===== src/rtl/divider_if.sv =====
// divider_if: operand, result and handshake signals between the ALU control
// (master) and the sequential 64-by-32 divider (slave).
interface divider_if;
    logic        start;
    logic [63:0] Z;
    logic [31:0] B;
    logic [31:0] Q;
    logic [31:0] R;
    logic        busy;
    logic        done;
    logic        div_by_zero;
    logic        overflow;

    modport master (
        output start, Z, B,
        input  Q, R, busy, done, div_by_zero, overflow
    );

    modport slave (
        input  start, Z, B,
        output Q, R, busy, done, div_by_zero, overflow
    );
endinterface


===== src/rtl/divider.sv =====
// divider: sequential unsigned 64-by-32 restoring divider, one quotient bit
// per clock. The divide-by-zero and quotient-overflow cases are resolved on
// the accepting edge and finish in a single cycle.
module divider (
    input  logic       clk,
    input  logic       rst_n,
    divider_if.slave   bus
);

    typedef enum logic [1:0] {
        IDLE,
        RUN,
        DONE
    } state_t;

    state_t      state;
    logic [31:0] rem;
    logic [31:0] q;
    logic [31:0] b;
    logic [5:0]  cnt;

    logic [32:0] t;
    logic        take;
    logic [31:0] rem_next;
    logic [31:0] q_next;

    // One restoring step: shift the next dividend bit into the partial
    // remainder and subtract the divisor whenever it fits. Because rem < b
    // always holds, the 33-bit trial value never needs more than 32 bits
    // once the divisor has been subtracted.
    always_comb begin
        t        = {rem, q[31]};
        take     = (t >= {1'b0, b});
        rem_next = take ? (t[31:0] - b) : t[31:0];
        q_next   = {q[30:0], take};
    end

    // Control FSM with registered results, flags and handshake outputs.
    always_ff @(posedge clk or negedge rst_n) begin
        if (!rst_n) begin
            state           <= IDLE;
            rem             <= '0;
            q               <= '0;
            b               <= '0;
            cnt             <= '0;
            bus.Q           <= '0;
            bus.R           <= '0;
            bus.busy        <= 1'b0;
            bus.done        <= 1'b0;
            bus.div_by_zero <= 1'b0;
            bus.overflow    <= 1'b0;
        end else begin
            case (state)
                IDLE, DONE: begin
                    bus.done <= 1'b0;
                    if (bus.start) begin
                        b               <= bus.B;
                        rem             <= bus.Z[63:32];
                        q               <= bus.Z[31:0];
                        cnt             <= '0;
                        bus.div_by_zero <= 1'b0;
                        bus.overflow    <= 1'b0;
                        if (bus.B == 32'd0) begin
                            bus.div_by_zero <= 1'b1;
                            bus.Q           <= 32'hFFFF_FFFF;
                            bus.R           <= bus.Z[31:0];
                            bus.done        <= 1'b1;
                            state           <= DONE;
                        end else if (bus.Z[63:32] >= bus.B) begin
                            bus.overflow <= 1'b1;
                            bus.Q        <= 32'hFFFF_FFFF;
                            bus.R        <= bus.Z[31:0];
                            bus.done     <= 1'b1;
                            state        <= DONE;
                        end else begin
                            bus.busy <= 1'b1;
                            state    <= RUN;
                        end
                    end else begin
                        state <= IDLE;
                    end
                end
                RUN: begin
                    rem <= rem_next;
                    q   <= q_next;
                    cnt <= cnt + 6'd1;
                    if (cnt == 6'd31) begin
                        bus.Q    <= q_next;
                        bus.R    <= rem_next;
                        bus.done <= 1'b1;
                        bus.busy <= 1'b0;
                        state    <= DONE;
                    end
                end
                default: begin
                    state    <= IDLE;
                    bus.busy <= 1'b0;
                    bus.done <= 1'b0;
                end
            endcase
        end
    end

endmodule

===== src/flat_wrapper.sv =====
// flat-port wrapper written by rule: the top's interface ports become plain ports
module divider_flat 
  (clk, rst_n, bus_start, bus_Z, bus_B, bus_Q, bus_R, bus_busy, bus_done, bus_div_by_zero, bus_overflow);
  divider_if bus_i ();
  input  logic clk;
  input  logic rst_n;
  input wire logic [$bits(bus_i.start)-1:0] bus_start;
  input wire logic [$bits(bus_i.Z)-1:0] bus_Z;
  input wire logic [$bits(bus_i.B)-1:0] bus_B;
  output wire logic [$bits(bus_i.Q)-1:0] bus_Q;
  output wire logic [$bits(bus_i.R)-1:0] bus_R;
  output wire logic [$bits(bus_i.busy)-1:0] bus_busy;
  output wire logic [$bits(bus_i.done)-1:0] bus_done;
  output wire logic [$bits(bus_i.div_by_zero)-1:0] bus_div_by_zero;
  output wire logic [$bits(bus_i.overflow)-1:0] bus_overflow;
  assign bus_i.start = bus_start;
  assign bus_i.Z = bus_Z;
  assign bus_i.B = bus_B;
  assign bus_Q = bus_i.Q;
  assign bus_R = bus_i.R;
  assign bus_busy = bus_i.busy;
  assign bus_done = bus_i.done;
  assign bus_div_by_zero = bus_i.div_by_zero;
  assign bus_overflow = bus_i.overflow;
  divider u_core (.clk(clk), .rst_n(rst_n), .bus(bus_i));
endmodule

===== config.mk =====
export PLATFORM = sky130hd
export DESIGN_NAME = divider_flat
export DESIGN_NICKNAME = d
export VERILOG_FILES = /design/src/rtl/divider_if.sv /design/src/rtl/divider.sv /design/src/flat_wrapper.sv
export SDC_FILE = /design/constraint.sdc
export NUM_CORES = 1
export LEC_CHECK = 0
export CORE_MARGIN = 5
export CORE_UTILIZATION = 58
export CTS_BUF_LIST = sky130_fd_sc_hd__clkbuf_8 sky130_fd_sc_hd__clkbuf_16
export DETAILED_ROUTE_END_ITERATION = 16
export PLACE_DENSITY_LB_ADDON = 0.25
export SLEW_MARGIN = 20
export SYNTH_ARGS = -nofsm -noshare
export SYNTH_HDL_FRONTEND = slang
export SYNTH_SLANG_ARGS = --single-unit

===== constraint.sdc =====
create_clock -name clk -period 7.8 [get_ports clk]
set_input_delay 0.78 -clock clk [delete_from_list [all_inputs] [get_ports clk]]
set_output_delay 0.78 -clock clk [all_outputs]
set_load 0.02 [all_outputs]

Word-level counts from Yosys, hierarchy flattened
Index checks and enable logic that the tools add are counted.
{"block": "totals", "regBits": 172, "inputBits": 99, "out_inout_bits": 68, "wordCells": 65}
{"block": "classes", "add_sub_neg": 2, "order_cmp": 2, "n_eq_ne": 8, "n_mux": 34, "n_reduce_logical": 8}
{"operator": "32-bit 2-to-1 mux", "count": 11}
{"operator": "32-bit case mux with 2 select lines", "count": 4}
{"operator": "33-bit by 32-bit >= comparator with 1-bit output", "count": 1}
{"operator": "32-bit >= comparator", "count": 1}
{"operator": "32-bit zero test", "count": 1}
{"operator": "32-bit subtractor", "count": 1}
{"operator": "6-bit case mux with 2 select lines", "count": 1}
{"operator": "1-bit 2-to-1 mux", "count": 10}
{"operator": "2-bit 2-to-1 mux", "count": 4}
{"operator": "4-bit AND reduction", "count": 2}
{"operator": "6-bit by 1-bit adder with 6-bit output, second input constant", "count": 1}
{"operator": "6-bit by 5-bit == test with 1-bit output, second input constant", "count": 1}
{"operator": "6-bit 2-to-1 mux", "count": 1}
{"operator": "2-bit inequality test, second input constant", "count": 3}
{"operator": "1-bit case mux with 2 select lines", "count": 2}
{"operator": "2-bit case mux with 2 select lines", "count": 1}
{"operator": "2-bit AND reduction", "count": 2}
{"operator": "3-bit by 1-bit inequality test with 1-bit output, second input constant", "count": 1}
{"operator": "2-bit by 1-bit == test with 1-bit output, second input constant", "count": 1}
{"operator": "2-bit == test, second input constant", "count": 1}
{"operator": "2-bit zero test", "count": 1}
{"operator": "2-bit by 1-bit inequality test with 1-bit output, second input constant", "count": 1}
{"operator": "2-bit nonzero test", "count": 1}
{"operator": "2-bit OR reduction", "count": 1}

Logic depth before layout (Yosys ltp)
{"block": "logic_depth", "ltp_word": 5, "ltp_mapped": 14, "ltp_nobuf": 12}

Worst setup path after synthesis
No wires, ideal clock.
{"block": "synth_path", "kind": "input to register", "start": "input bus_B[7]", "end": "register u_core.bus.R[11]", "setup_ns": 0.121, "arrival_ns": 2.784, "required_time_ns": 7.679, "path_slack_ns": 4.895, "cell_stages": 11, "path_buffers": 2, "cell_sequence": "inv_1 -> ha_1 -> and4_1 -> o21ai_0 -> or4_1 -> a31oi_1 -> nor3b_1 -> o21a_1 -> buf_4 -> clkbuf_1 -> a22o_1"}
{"block": "synth_between", "elab_chain_len": 4, "word_cells_on_any_way": 7, "cone_classes": "order compare: 1; eq/ne: 1; mux: 3; reduce/logical: 2"}
{"item": "start: declaration", "line_no": "flat_wrapper.sv:9", "source": "input wire logic [$bits(bus_i.B)-1:0] bus_B;"}
{"item": "parallel branches: the longest is 4 deep, another holds 32-bit >= comparator"}
{"item": "end signal: assignment", "line_no": "divider.sv:66", "source": "bus.R <= bus.Z[31:0];"}
{"item": "end signal: assignment", "line_no": "divider.sv:72", "source": "bus.R <= bus.Z[31:0];"}
{"item": "end signal: assignment", "line_no": "divider.sv:89", "source": "bus.R <= rem_next;"}
{"item": "end: declaration", "line_no": "divider_if.sv:21", "source": "output Q, R, busy, done, div_by_zero, overflow"}
Several ways; the timed one is not identified. The select of a mux whose other input is x is not followed.
A chain may end at the register's enable or synchronous reset.

Final worst setup path
{"block": "layout_path", "start": "input bus_B[13]", "end": "register u_core.bus.R[7]"}
Same word-level chain as after synthesis.

==> flow_metrics.env <==
export IMPL_vdd_drop_max_mv=0.292
export IMPL_synth_fa_ha_area_frac=0.0822
export IMPL_cts_buffer_depth=2
export IMPL_htree_levels=4
export IMPL_rsz0062_at_grt="false"
export IMPL_core_region_area_um2=17200
export IMPL_drtAntennaViolNets=0
export IMPL_fp_dieH_um=142
export IMPL_n_antenna_cell=0
export IMPL_synth_top_area_frac=0.422
export IMPL_ys_ff_latch=171
export IMPL_min_period_ps=5430
export IMPL_timing_hold_ws_ps=414
export IMPL_wirelength_um=28900
export IMPL_grt_max_degree=95
export IMPL_drv_cap=0
export IMPL_clk_pin_slew_worst_paths_ps=70
export IMPL_avgRoutedWirePerCell_um=18.9
export IMPL_synthXorXnorAreaFrac=0.0242
export IMPL_die_w_um=142
export IMPL_setup_violations_final=0
export IMPL_reg2reg_slack_ps=3020
export IMPL_tns_ps=0
export IMPL_drive_gt1_frac=0.0437
export IMPL_cts_setup_buffers=0
export IMPL_p_leak_nw=5.46
export IMPL_hp_class="input port to asynchronous set/reset pin"
export IMPL_synth_edf_count=0
export IMPL_grt_first_pass_wirelength_um=46500
export IMPL_port_buffers=166
export IMPL_avgSynthCellArea_um2=8.68
export IMPL_fp_row_count=48
export IMPL_vias=9314
export IMPL_max_stage_delay_ps=900
export IMPL_grtUsageTotal=0.286
export IMPL_slew_limit_headroom=0.285
export IMPL_pre_cts_ws_ps=2210
export IMPL_drt_iter0_drc=765
export IMPL_antenna_found_initial=0
export IMPL_synth_compound_area_frac=0.221
export IMPL_ys_flop_type="dfrtp_1"
export IMPL_crit_arrival_ps=5750
export IMPL_die_area_um2=20200
export IMPL_slew_viol_final=0
export IMPL_syn_num_nets=1332
export IMPL_ys_top_cells_by_count="205 x nand2_1, 171 x dfrtp_1, 108 x nor2_1, 73 x inv_1"
export IMPL_clock_sinks=171
export IMPL_p_total_mw=6.51
export IMPL_io_pins=167
export IMPL_cp_depth=13
export IMPL_cp_slowest_cell="o21a_2"
export IMPL_dr_pass1_iters=6
export IMPL_critical_path_top_delay_family="compound AO/OA/AOI/OAI gates"
export IMPL_synth_top_family_by_area="compound AO/OA/AOI/OAI gates"
export IMPL_cts_tree="done"
export IMPL_fill_cells=1365
export IMPL_async_flop_share=1.00
export IMPL_hold_viol=0
export IMPL_r2r_start="u_core.state[0]"
export IMPL_cp_required_ps=8120
export IMPL_syn_area_um2=10100
export IMPL_post_route_period_util=0.696
export IMPL_worst_slack_ps=2370
export IMPL_ctsResizeCount=0
export IMPL_synth_top_area_cell="dfrtp_1"
export IMPL_grt_pass1_vias=9118
export IMPL_synth_cell_types=67
export IMPL_via_per_inst=6.09
export IMPL_timing_fmax_mhz=184
export IMPL_area_growth_syn_to_layout_pct=23.0
export IMPL_initial_utilization=0.588
export IMPL_hold_buffers=0
export IMPL_synth_area_mux_share=0.0249
export IMPL_tightest_slew_ps=1070
export IMPL_yosysMostFrequentCell="nand2_1"
export IMPL_ys_seq_area_frac=0.422
export IMPL_synth_cells=1167
export IMPL_endpoint_kind="flip-flop"
export IMPL_clock_latency_ps=430
export IMPL_gp_congestion=0.970
export IMPL_status="complete, no violations"
export IMPL_criticalPathCategory="input port to flip-flop"
export IMPL_fin_nets=1456
export IMPL_path_cells="clkdlybuf4s50_1 > inv_1 > ha_1 > a21oi_1 > o21ai_0 > a2111oi_0 > a31oi_1 > nor3b_1 > o21a_2 > clkinv_2 > o21ai_0 > a21oi_1 > a21o_1"
export IMPL_drc_errors=0
export IMPL_numCtsBuffers=17
export IMPL_synth_area_leaders="dfrtp_1 42%, ha_1 8.0%, nand2_1 7.6%"
export IMPL_cp_max_fo=54
export IMPL_ff2ff_path_depth=10
export IMPL_start_kind="input port"
export IMPL_synthSimpleGateAreaFrac=0.166
export IMPL_timing_rr_end="u_core.bus.R[7]"
export IMPL_p_per_area_nw_per_um2=522
export IMPL_finClkSkew_ps=11.7
export IMPL_yosysWarnings=0
export IMPL_worst_path_buf_inv=3
export IMPL_cts_root_buf="clkbuf_16"
export IMPL_hpwl_um=20300
export IMPL_gr_total_overflow=0
per-layer routing:
metal  global-route usage  share of wire  vias up
li1                     -              -     4353
met1                0.385           0.42     4505
met2                0.460           0.47      388
met3               0.0430          0.065       68
met4                0.132          0.043        0
met5                    0              0        -
worst reg2reg max path, delay by kind of cell (launching register included):
| family | cells | cell delay (ps) |
|---|---|---|
| compound gates | 5 | 1940 |
| simple gates | 2 | 350 |
| buf+inv | 3 | 1870 |
| flops | 1 | 500 |
worst max path at each step:
stage                          from                to
after detailed placement  bus_B[15]  u_core.bus.R[13]
after global routing      bus_B[15]  u_core.bus.R[30]
after floorplan            bus_B[7]  u_core.bus.R[11]
final                     bus_B[13]   u_core.bus.R[7]
after global placement    bus_B[13]   u_core.bus.R[7]
after CTS                 bus_B[13]   u_core.bus.R[7]
layout by cell type (no fill, tap or decap), drive strengths merged, types with 7 or more instances in the layout:
cell           count
buf                8
a21oi             69
mux2i             23
inv               81
o21bai             7
a21o              12
nor3              11
nor2             108
nand4             13
nand2b             9
a211oi             7
o21ai             75
xnor2             13
and3               7
nor4               9
dfrtp            171
nand3             14
o22a              31
clkdlybuf4s50    165
a21boi            17
nand2            205
o211ai            22
clkbuf            17
xor2              15
ha                65
a31oi             49
a22o              18
layout make-up:
class                   count  area [um^2]  share of cell area
multi-input cells         854         5290               0.424
repair buffers            173         1720               0.138
inverters                  74          279              0.0224
clock inverters            15          199              0.0160
clock buffers              17          425              0.0341
flip-flops and latches    171         4280               0.343
well taps                 225          282              0.0226
power breakdown:
| part | internal [mW] | total [mW] | switching, mW |
|---|---|---|---|
| Clock | 0.492 | 0.898 | 0.406 |
| Combinational | 1.60 | 3.99 | 2.39 |
| Sequential | 1.33 | 1.62 | 0.291 |
| Total | 3.42 | 6.51 | 3.09 |
sequential cells by signal, indices dropped and copies added, names as in the netlist, 2 cells and up:
signal	cells
u_core.cnt	6
u_core.bus.R	32
u_core.bus.Q	32
u_core.rem	32
u_core.q	32
u_core.state	2
u_core.b	32
metrics by stage:
stage                     utilization  area, um^2  std cells
after floorplan                     -       10100       1167
after global placement          0.687       11800       1497
after detailed placement        0.687       11800       1497
after CTS                       0.723       12500       1529
after global routing            0.724       12500       1529
final                           0.724       12500       1529
logic make-up after synthesis:
logic type	Yosys count
XOR/XNOR	28
buffers and inverters	142
AND/OR/NAND/NOR	397
multiplexers	25
adder cells (fa/ha/maj)	66
flip-flops	171
AO/OA/AOI/OAI	338
Note: power is estimated with default switching activity, not from simulation.
